===== config.mk =====
export PLATFORM = sky130hd
export DESIGN_NAME = ddr_rdisplay_mbank_ctrl
export DESIGN_NICKNAME = d
export VERILOG_FILES = /design/src/rtl/ddr_rdisplay_mbank_ctrl_pkg.sv /design/src/rtl/ddr_rdisplay_mbank_ctrl_vs_edge_sync.sv /design/src/rtl/ddr_rdisplay_mbank_ctrl.sv
export SDC_FILE = /design/constraint.sdc
export NUM_CORES = 1
export LEC_CHECK = 0
export BUFFER_PORTS_ARGS = -buffer_cell sky130_fd_sc_hd__buf_2
export CAP_MARGIN = 15
export CORE_MARGIN = 2
export CORE_UTILIZATION = 46
export CTS_CLUSTER_DIAMETER = 200
export DETAILED_ROUTE_END_ITERATION = 8
export PLACE_DENSITY = 0.87
export SETUP_SLACK_MARGIN = 0.4
export SLEW_MARGIN = 20
export SYNTH_ARGS = -nofsm -noshare
export SYNTH_HDL_FRONTEND = slang
export SYNTH_SLANG_ARGS = --single-unit

===== constraint.sdc =====
create_clock -name ddr_clk_i -period 2.4 [get_ports ddr_clk_i]
set_input_delay 0.12 -clock ddr_clk_i [delete_from_list [all_inputs] [get_ports ddr_clk_i]]
set_output_delay 0.12 -clock ddr_clk_i [all_outputs]
set_load 0.02 [all_outputs]

===== src/rtl/ddr_rdisplay_mbank_ctrl_pkg.sv =====
// Shared types and constants for the multi-bank DDR display read controller.
package ddr_rdisplay_mbank_ctrl_pkg;

  localparam int unsigned RdLenW = 10;

  typedef enum logic [2:0] {
    StIdle,
    StStart,
    StReq,
    StBurst,
    StDone
  } rd_state_e;

endpackage


===== src/rtl/ddr_rdisplay_mbank_ctrl_vs_edge_sync.sv =====
// Brings the asynchronous VGA vsync into the DDR clock domain and flags its falling edge.
module ddr_rdisplay_mbank_ctrl_vs_edge_sync (
  input  logic clk_i,
  input  logic rst_i,
  input  logic vs_i,
  output logic vs_fall_o
);

  logic meta_q, d0_q, d1_q;

  always_ff @(posedge clk_i) begin
    if (rst_i) begin
      meta_q <= 1'b0;
      d0_q   <= 1'b0;
      d1_q   <= 1'b0;
    end else begin
      meta_q <= vs_i;
      d0_q   <= meta_q;
      d1_q   <= d0_q;
    end
  end

  assign vs_fall_o = d1_q & ~d0_q;

endmodule


===== src/rtl/ddr_rdisplay_mbank_ctrl.sv =====
// Streams one frame per vsync from a selected DDR bank into the display FIFO in fixed bursts.
module ddr_rdisplay_mbank_ctrl
  import ddr_rdisplay_mbank_ctrl_pkg::*;
#(
  parameter int unsigned ADDR_W      = 23,
  parameter int unsigned BANK_W      = 2,
  parameter int unsigned FRAME_WORDS = 245760,
  parameter int unsigned BURST_LEN   = 256,
  parameter int unsigned FIFO_LEN_W  = 10,
  parameter int unsigned FIFO_THRESH = 750
) (
  input  logic                  ddr_clk_i,
  input  logic                  ddr_rst_i,
  input  logic                  ddr_ready_i,
  output logic                  mem_ren_o,
  input  logic                  mem_ren_valid_i,
  output logic [ADDR_W-1:0]     rd_addr_o,
  output logic [RdLenW-1:0]     rd_len_o,
  input  logic                  rd_burst_data_valid_i,
  input  logic [31:0]           rd_burst_data_i,
  output logic                  w_fifo_en_o,
  output logic [31:0]           w_fifo_data_o,
  input  logic [FIFO_LEN_W-1:0] fifo_len_i,
  input  logic                  fifo_full_flag_i,
  output logic                  fifo_clear_o,
  input  logic                  vga_vs_i,
  input  logic                  frame_wr_done_i,
  input  logic [BANK_W-1:0]     wr_bank_i,
  input  logic                  mode_follow_i,
  input  logic [BANK_W-1:0]     rd_channel_i,
  output logic [BANK_W-1:0]     cur_rd_bank_o,
  output logic                  frame_underrun_o
);

  localparam int unsigned OffW = ADDR_W - BANK_W;

  rd_state_e         state_q, state_d;
  logic              mem_ren_q, mem_ren_d;
  // One spare bit so a frame filling the whole bank can reach FRAME_WORDS without wrapping.
  logic [OffW:0]     offset_q, offset_d;
  logic [BANK_W-1:0] bank_q, bank_d;
  logic [BANK_W-1:0] last_bank_q, last_bank_d;
  logic [RdLenW-1:0] beat_cnt_q, beat_cnt_d;
  logic              discard_q, discard_d;
  logic              underrun_q, underrun_d;
  logic              seen_wr_q, seen_wr_d;
  logic              vs_fall;
  logic              issue_ok;
  logic              last_beat;

  ddr_rdisplay_mbank_ctrl_vs_edge_sync u_vs_sync (
    .clk_i     (ddr_clk_i),
    .rst_i     (ddr_rst_i),
    .vs_i      (vga_vs_i),
    .vs_fall_o (vs_fall)
  );

  assign issue_ok  = ddr_ready_i & ~fifo_full_flag_i &
                     ({1'b0, fifo_len_i} < (FIFO_LEN_W + 1)'(FIFO_THRESH));
  assign last_beat = (beat_cnt_q == RdLenW'(BURST_LEN - 1));

  always_comb begin
    state_d     = state_q;
    mem_ren_d   = mem_ren_q;
    offset_d    = offset_q;
    bank_d      = bank_q;
    beat_cnt_d  = beat_cnt_q;
    discard_d   = discard_q;
    underrun_d  = 1'b0;
    seen_wr_d   = seen_wr_q | frame_wr_done_i;
    last_bank_d = frame_wr_done_i ? wr_bank_i : last_bank_q;
    unique case (state_q)
      StIdle: begin
        if (vs_fall && seen_wr_q) state_d = StStart;
      end
      StStart: begin
        if (mode_follow_i) bank_d = frame_wr_done_i ? wr_bank_i : last_bank_q;
        else               bank_d = rd_channel_i;
        offset_d  = '0;
        discard_d = 1'b0;
        mem_ren_d = 1'b0;
        state_d   = StReq;
      end
      StReq: begin
        if (mem_ren_q) begin
          // Request already on the bus: it must complete, so a vsync only marks the burst stale.
          if (vs_fall && !discard_q) begin
            underrun_d = 1'b1;
            discard_d  = 1'b1;
          end
          if (mem_ren_valid_i) begin
            mem_ren_d  = 1'b0;
            offset_d   = offset_q + (OffW + 1)'(BURST_LEN);
            beat_cnt_d = '0;
            state_d    = StBurst;
          end
        end else if (vs_fall) begin
          underrun_d = 1'b1;
          state_d    = StStart;
        end else if (issue_ok) begin
          mem_ren_d = 1'b1;
        end
      end
      StBurst: begin
        if (vs_fall && !discard_q) begin
          underrun_d = 1'b1;
          discard_d  = 1'b1;
        end
        if (rd_burst_data_valid_i) begin
          beat_cnt_d = beat_cnt_q + 1'b1;
          if (last_beat) begin
            if (discard_q || vs_fall)                       state_d = StStart;
            else if (offset_q == (OffW + 1)'(FRAME_WORDS)) state_d = StDone;
            else                                            state_d = StReq;
          end
        end
      end
      StDone: begin
        if (vs_fall) state_d = StStart;
      end
      default: state_d = StIdle;
    endcase
  end

  always_ff @(posedge ddr_clk_i) begin
    if (ddr_rst_i) begin
      state_q     <= StIdle;
      mem_ren_q   <= 1'b0;
      offset_q    <= '0;
      bank_q      <= '0;
      last_bank_q <= '0;
      beat_cnt_q  <= '0;
      discard_q   <= 1'b0;
      underrun_q  <= 1'b0;
      seen_wr_q   <= 1'b0;
    end else begin
      state_q     <= state_d;
      mem_ren_q   <= mem_ren_d;
      offset_q    <= offset_d;
      bank_q      <= bank_d;
      last_bank_q <= last_bank_d;
      beat_cnt_q  <= beat_cnt_d;
      discard_q   <= discard_d;
      underrun_q  <= underrun_d;
      seen_wr_q   <= seen_wr_d;
    end
  end

  assign mem_ren_o        = mem_ren_q;
  assign rd_addr_o        = {bank_q, offset_q[OffW-1:0]};
  assign rd_len_o         = RdLenW'(BURST_LEN);
  assign fifo_clear_o     = (state_q == StStart);
  assign cur_rd_bank_o    = bank_q;
  assign frame_underrun_o = underrun_q;
  assign w_fifo_data_o    = rd_burst_data_i;
  assign w_fifo_en_o      = rd_burst_data_valid_i & (state_q == StBurst) & ~discard_q & ~vs_fall;

endmodule

==> impl_metrics.ini <==
[timing]
fin_worst_skew_ns = 0.00281
rsz0062_at_grt = true
max_freq_ghz = 0.527
final_max_slew_viol_count = 0
slew_headroom_pct = 48.9
min_period_ns = 1.90
tightest_slew_ns = 0.764
timing.hold.ws_ns = 0.0346
hold_viol = 0
setup_tns_ns = 0
fin_crit_sh_pct = 79.1
setup_violations = 0

[pwr]
swShare_pct = 23.2
leakagePower_nw = 0.966
clkPwrFrac_pct = 42.9
worst_ir_drop_vdd_mv = 0.437
power.internal_w = 0.000965
p_comb_share_pct = 6.3
powerDensity_nw_per_um2 = 523
p_total_w = 0.00126
power_frac_seq_pct = 50.8
power_switching_w = 0.000292

[setup_path]
reg2reg_from = state_q[0]$_SDFFE_PP0P_
critPathLaunch = state_q[0]$_SDFFE_PP0P_
worstPathRequired_ns = 2.64
cpLargestDelayFamily = simple AND/OR/NAND/NOR gates
worstPathCellList = nor3b_1 > a31o_2 > or4_1 > nand2_1
slowest_stage = dfxtp_1
critPathMaxFanout = 18
cp_num_buf_inv = 0
critPathKind = reg -> reg
cp-start-kind = flop
max_stage_delay_ns = 0.66
cp.arrival_ns = 2.14
end_kind = flop

[clock_network]
cts_buffer_depth = 2
cts-root-buf = clkbuf_8
cts_setup_buffers = 0
path_clk_slew_ns = 0.08
cts_inserted_buffers = 5
holdBufCountCts = 0
numClockSinks = 38
ctsHtreeMaxLevel = 2
clock_latency_ns = 0.29
cts_tree = done

[grt]
use_met2_pct = 23.5
antenna_found_initial = 0
grt_pass1_vias = 1641
grt_max_degree = 20
gr-usage-all-layers_pct = 14.6
grt_most_used_layer = met2
grt_pass1_wl_um = 7110
grt_use_met3_pct = 3.67
grt_overflow = 0
use_met1_pct = 18.2

[yosys]
ys_seq_area_share_pct = 31.4
ys_async_sr_fraction_pct = 0
syn_area_per_cell_um2 = 8.26
netlist_area_um2 = 2420
synth_edf_count = 0
synth.distinct_cells = 54
synth_ff_type = dfxtp_1
netlist_instances = 293
yosysWarnings = 0
yosys_register_bits = 38

[finish]
layout-drive-gt1-share_pct = 23.7
stdcell_count = 357
fillers = 500
num_antenna_cells = 0
synthToLayoutAreaGrowth_pct = -0.827
num-nets-final = 344

[worst_hold_path]
hp-start = vga_vs_i
hp-class = in -> reg

[die]
coreArea_um2 = 5110
start_util_pct = 47.4
ios = 126
die_height_um = 76.5
die_width_um = 76.5
die_area_um2 = 5860
placementRows = 26

[placement]
io_buffer_count = 42
post-dp-hpwl_um = 3080
gp_congestion = 0.867
dpl.cell_count = 349

[detailed_routing]
via_per_inst = 5.24
routed_wl_um = 4280
drc = 0
dr.pass1.iters = 6
final_antenna_net_count = 0
num_vias = 1871
wire_per_inst_um = 12.0
drt_iter0_drc = 78

[run_status]
status = finished clean

[run]
max-cap-violations = 0
[through the flow]
stage	setup slack [ns]	util, %	cell area [um^2]
2_1_floorplan	0.740	-	2480
3_3_place_gp	0.557	44.4	2270
3_5_place_dp	0.474	44.4	2270
4_1_cts	0.481	46.6	2380
5_1_grt	0.375	47.0	2400
6_report	0.502	47.0	2400
[per-layer routing]
metal / wire (um) / vias to the layer above
met5: 0 / -
met4: 78 / 0
met3: 257 / 11
met2: 1940 / 62
met1: 2010 / 874
li1: - / 924
[state kept, by name (all words and copies together), names as in the netlist]
name / flops
frame_underrun_o: 1
beat_cnt_q: 10
cur_rd_bank_o: 2
seen_wr_q: 1
discard_q: 1
offset_q: 14
u_vs_sync.meta_q: 1
u_vs_sync.d0_q: 1
u_vs_sync.d1_q: 1
mem_ren_o: 1
state_q: 3
last_bank_q: 2
[area by class of cell]
| class | count | area, um^2 | area share, % |
|---|---|---|---|
| clock buffer | 5 | 68.8 | 2.87 |
| clock inverter | 3 | 40.0 | 1.67 |
| inverter | 8 | 30.0 | 1.25 |
| multi-input combinational | 189 | 1190 | 49.5 |
| sequential | 38 | 762 | 31.7 |
| tap | 70 | 87.6 | 3.65 |
| timing repair buffer | 44 | 225 | 9.38 |
[power by group through the flow]
stage                     Sequential (W)  Combinational [W]  Clock [W]
after floorplan                 0.000653           0.000153          0
after global placement          0.000654          0.0000766          0
after detailed placement        0.000654          0.0000780          0
after CTS                       0.000639          0.0000779   0.000551
after global routing            0.000640          0.0000865   0.000579
final                           0.000639          0.0000788   0.000539
[cell families after synthesis]
| kind of cell | count (synthesis) | synth area share, % |
|---|---|---|
| other cells | 2 | 0.310 |
| simple gates | 97 | 22.8 |
| flops | 38 | 31.4 |
| compound gates | 57 | 15.6 |
| fa+ha+maj | 3 | 1.55 |
| buf+inv | 82 | 23.0 |
| mux | 4 | 1.71 |
| xor+xnor | 10 | 3.62 |
[worst paths after layout]
check                                endpoint  slack (ns)  cells after the start
setup reg to reg   beat_cnt_q[6]$_SDFFE_PP0P_        0.50                      4
setup / recovery   beat_cnt_q[6]$_SDFFE_PP0P_        0.50                      4
hold reg to reg     u_vs_sync.d0_q$_SDFF_PP0_        0.44                      1
hold / removal    u_vs_sync.meta_q$_SDFF_PP0_        0.03                      2
[synth_stat cells (2+ instances only)]
library cell	instances	share of area, %
a2111oi_0	3	1.1
a211oi_1	7	2.2
a21o_1	3	0.93
a21oi_1	15	3.1
a31oi_1	4	1.0
and2_1	2	0.52
buf_4	66	20
clkbuf_1	6	0.93
conb_1	2	0.31
dfxtp_1	38	31
ha_1	3	1.6
inv_1	8	1.2
mux2i_1	3	1.2
nand2_1	14	2.2
nand2b_1	6	1.6
nand3_1	7	1.4
nand3b_1	3	0.93
nand4_1	3	0.78
nor2_1	25	3.9
nor2b_1	7	1.8
nor3_1	2	0.41
nor3b_1	3	0.93
nor4_1	3	0.78
nor4b_1	2	0.72
o211ai_1	3	0.93
o21ai_0	11	2.3
o31ai_1	2	0.62
or3_1	5	1.3
or4_1	3	0.93
or4_4	2	0.93
xnor2_1	8	2.9
xor2_1	2	0.72
[timing repair]
item                       CTS  global route
gates resized for setup      1             4
gates cloned                 0             0
setup endpoints to repair    1            16
[layout by cell type (no fill, tap or decap), types with 4 or more instances in the layout]
master    instances
buf_2            42
dfxtp_1          37
nor2_1           25
conb_1           18
a21oi_1          15
nand2_1          14
o21ai_0          11
inv_1             8
xnor2_1           8
nor2b_1           7
a211oi_1          7
nand3_1           7
nand2b_1          5
or3_1             5
clkbuf_8          5
a31oi_1           4
[worst register-to-register path: stages, from the launching register on]
cell     delay, ns
dfxtp_1       0.66
nor3b_1       0.25
a31o_2        0.36
or4_1         0.50
nand2_1       0.07
Note: power is estimated with default switching activity, not from simulation.
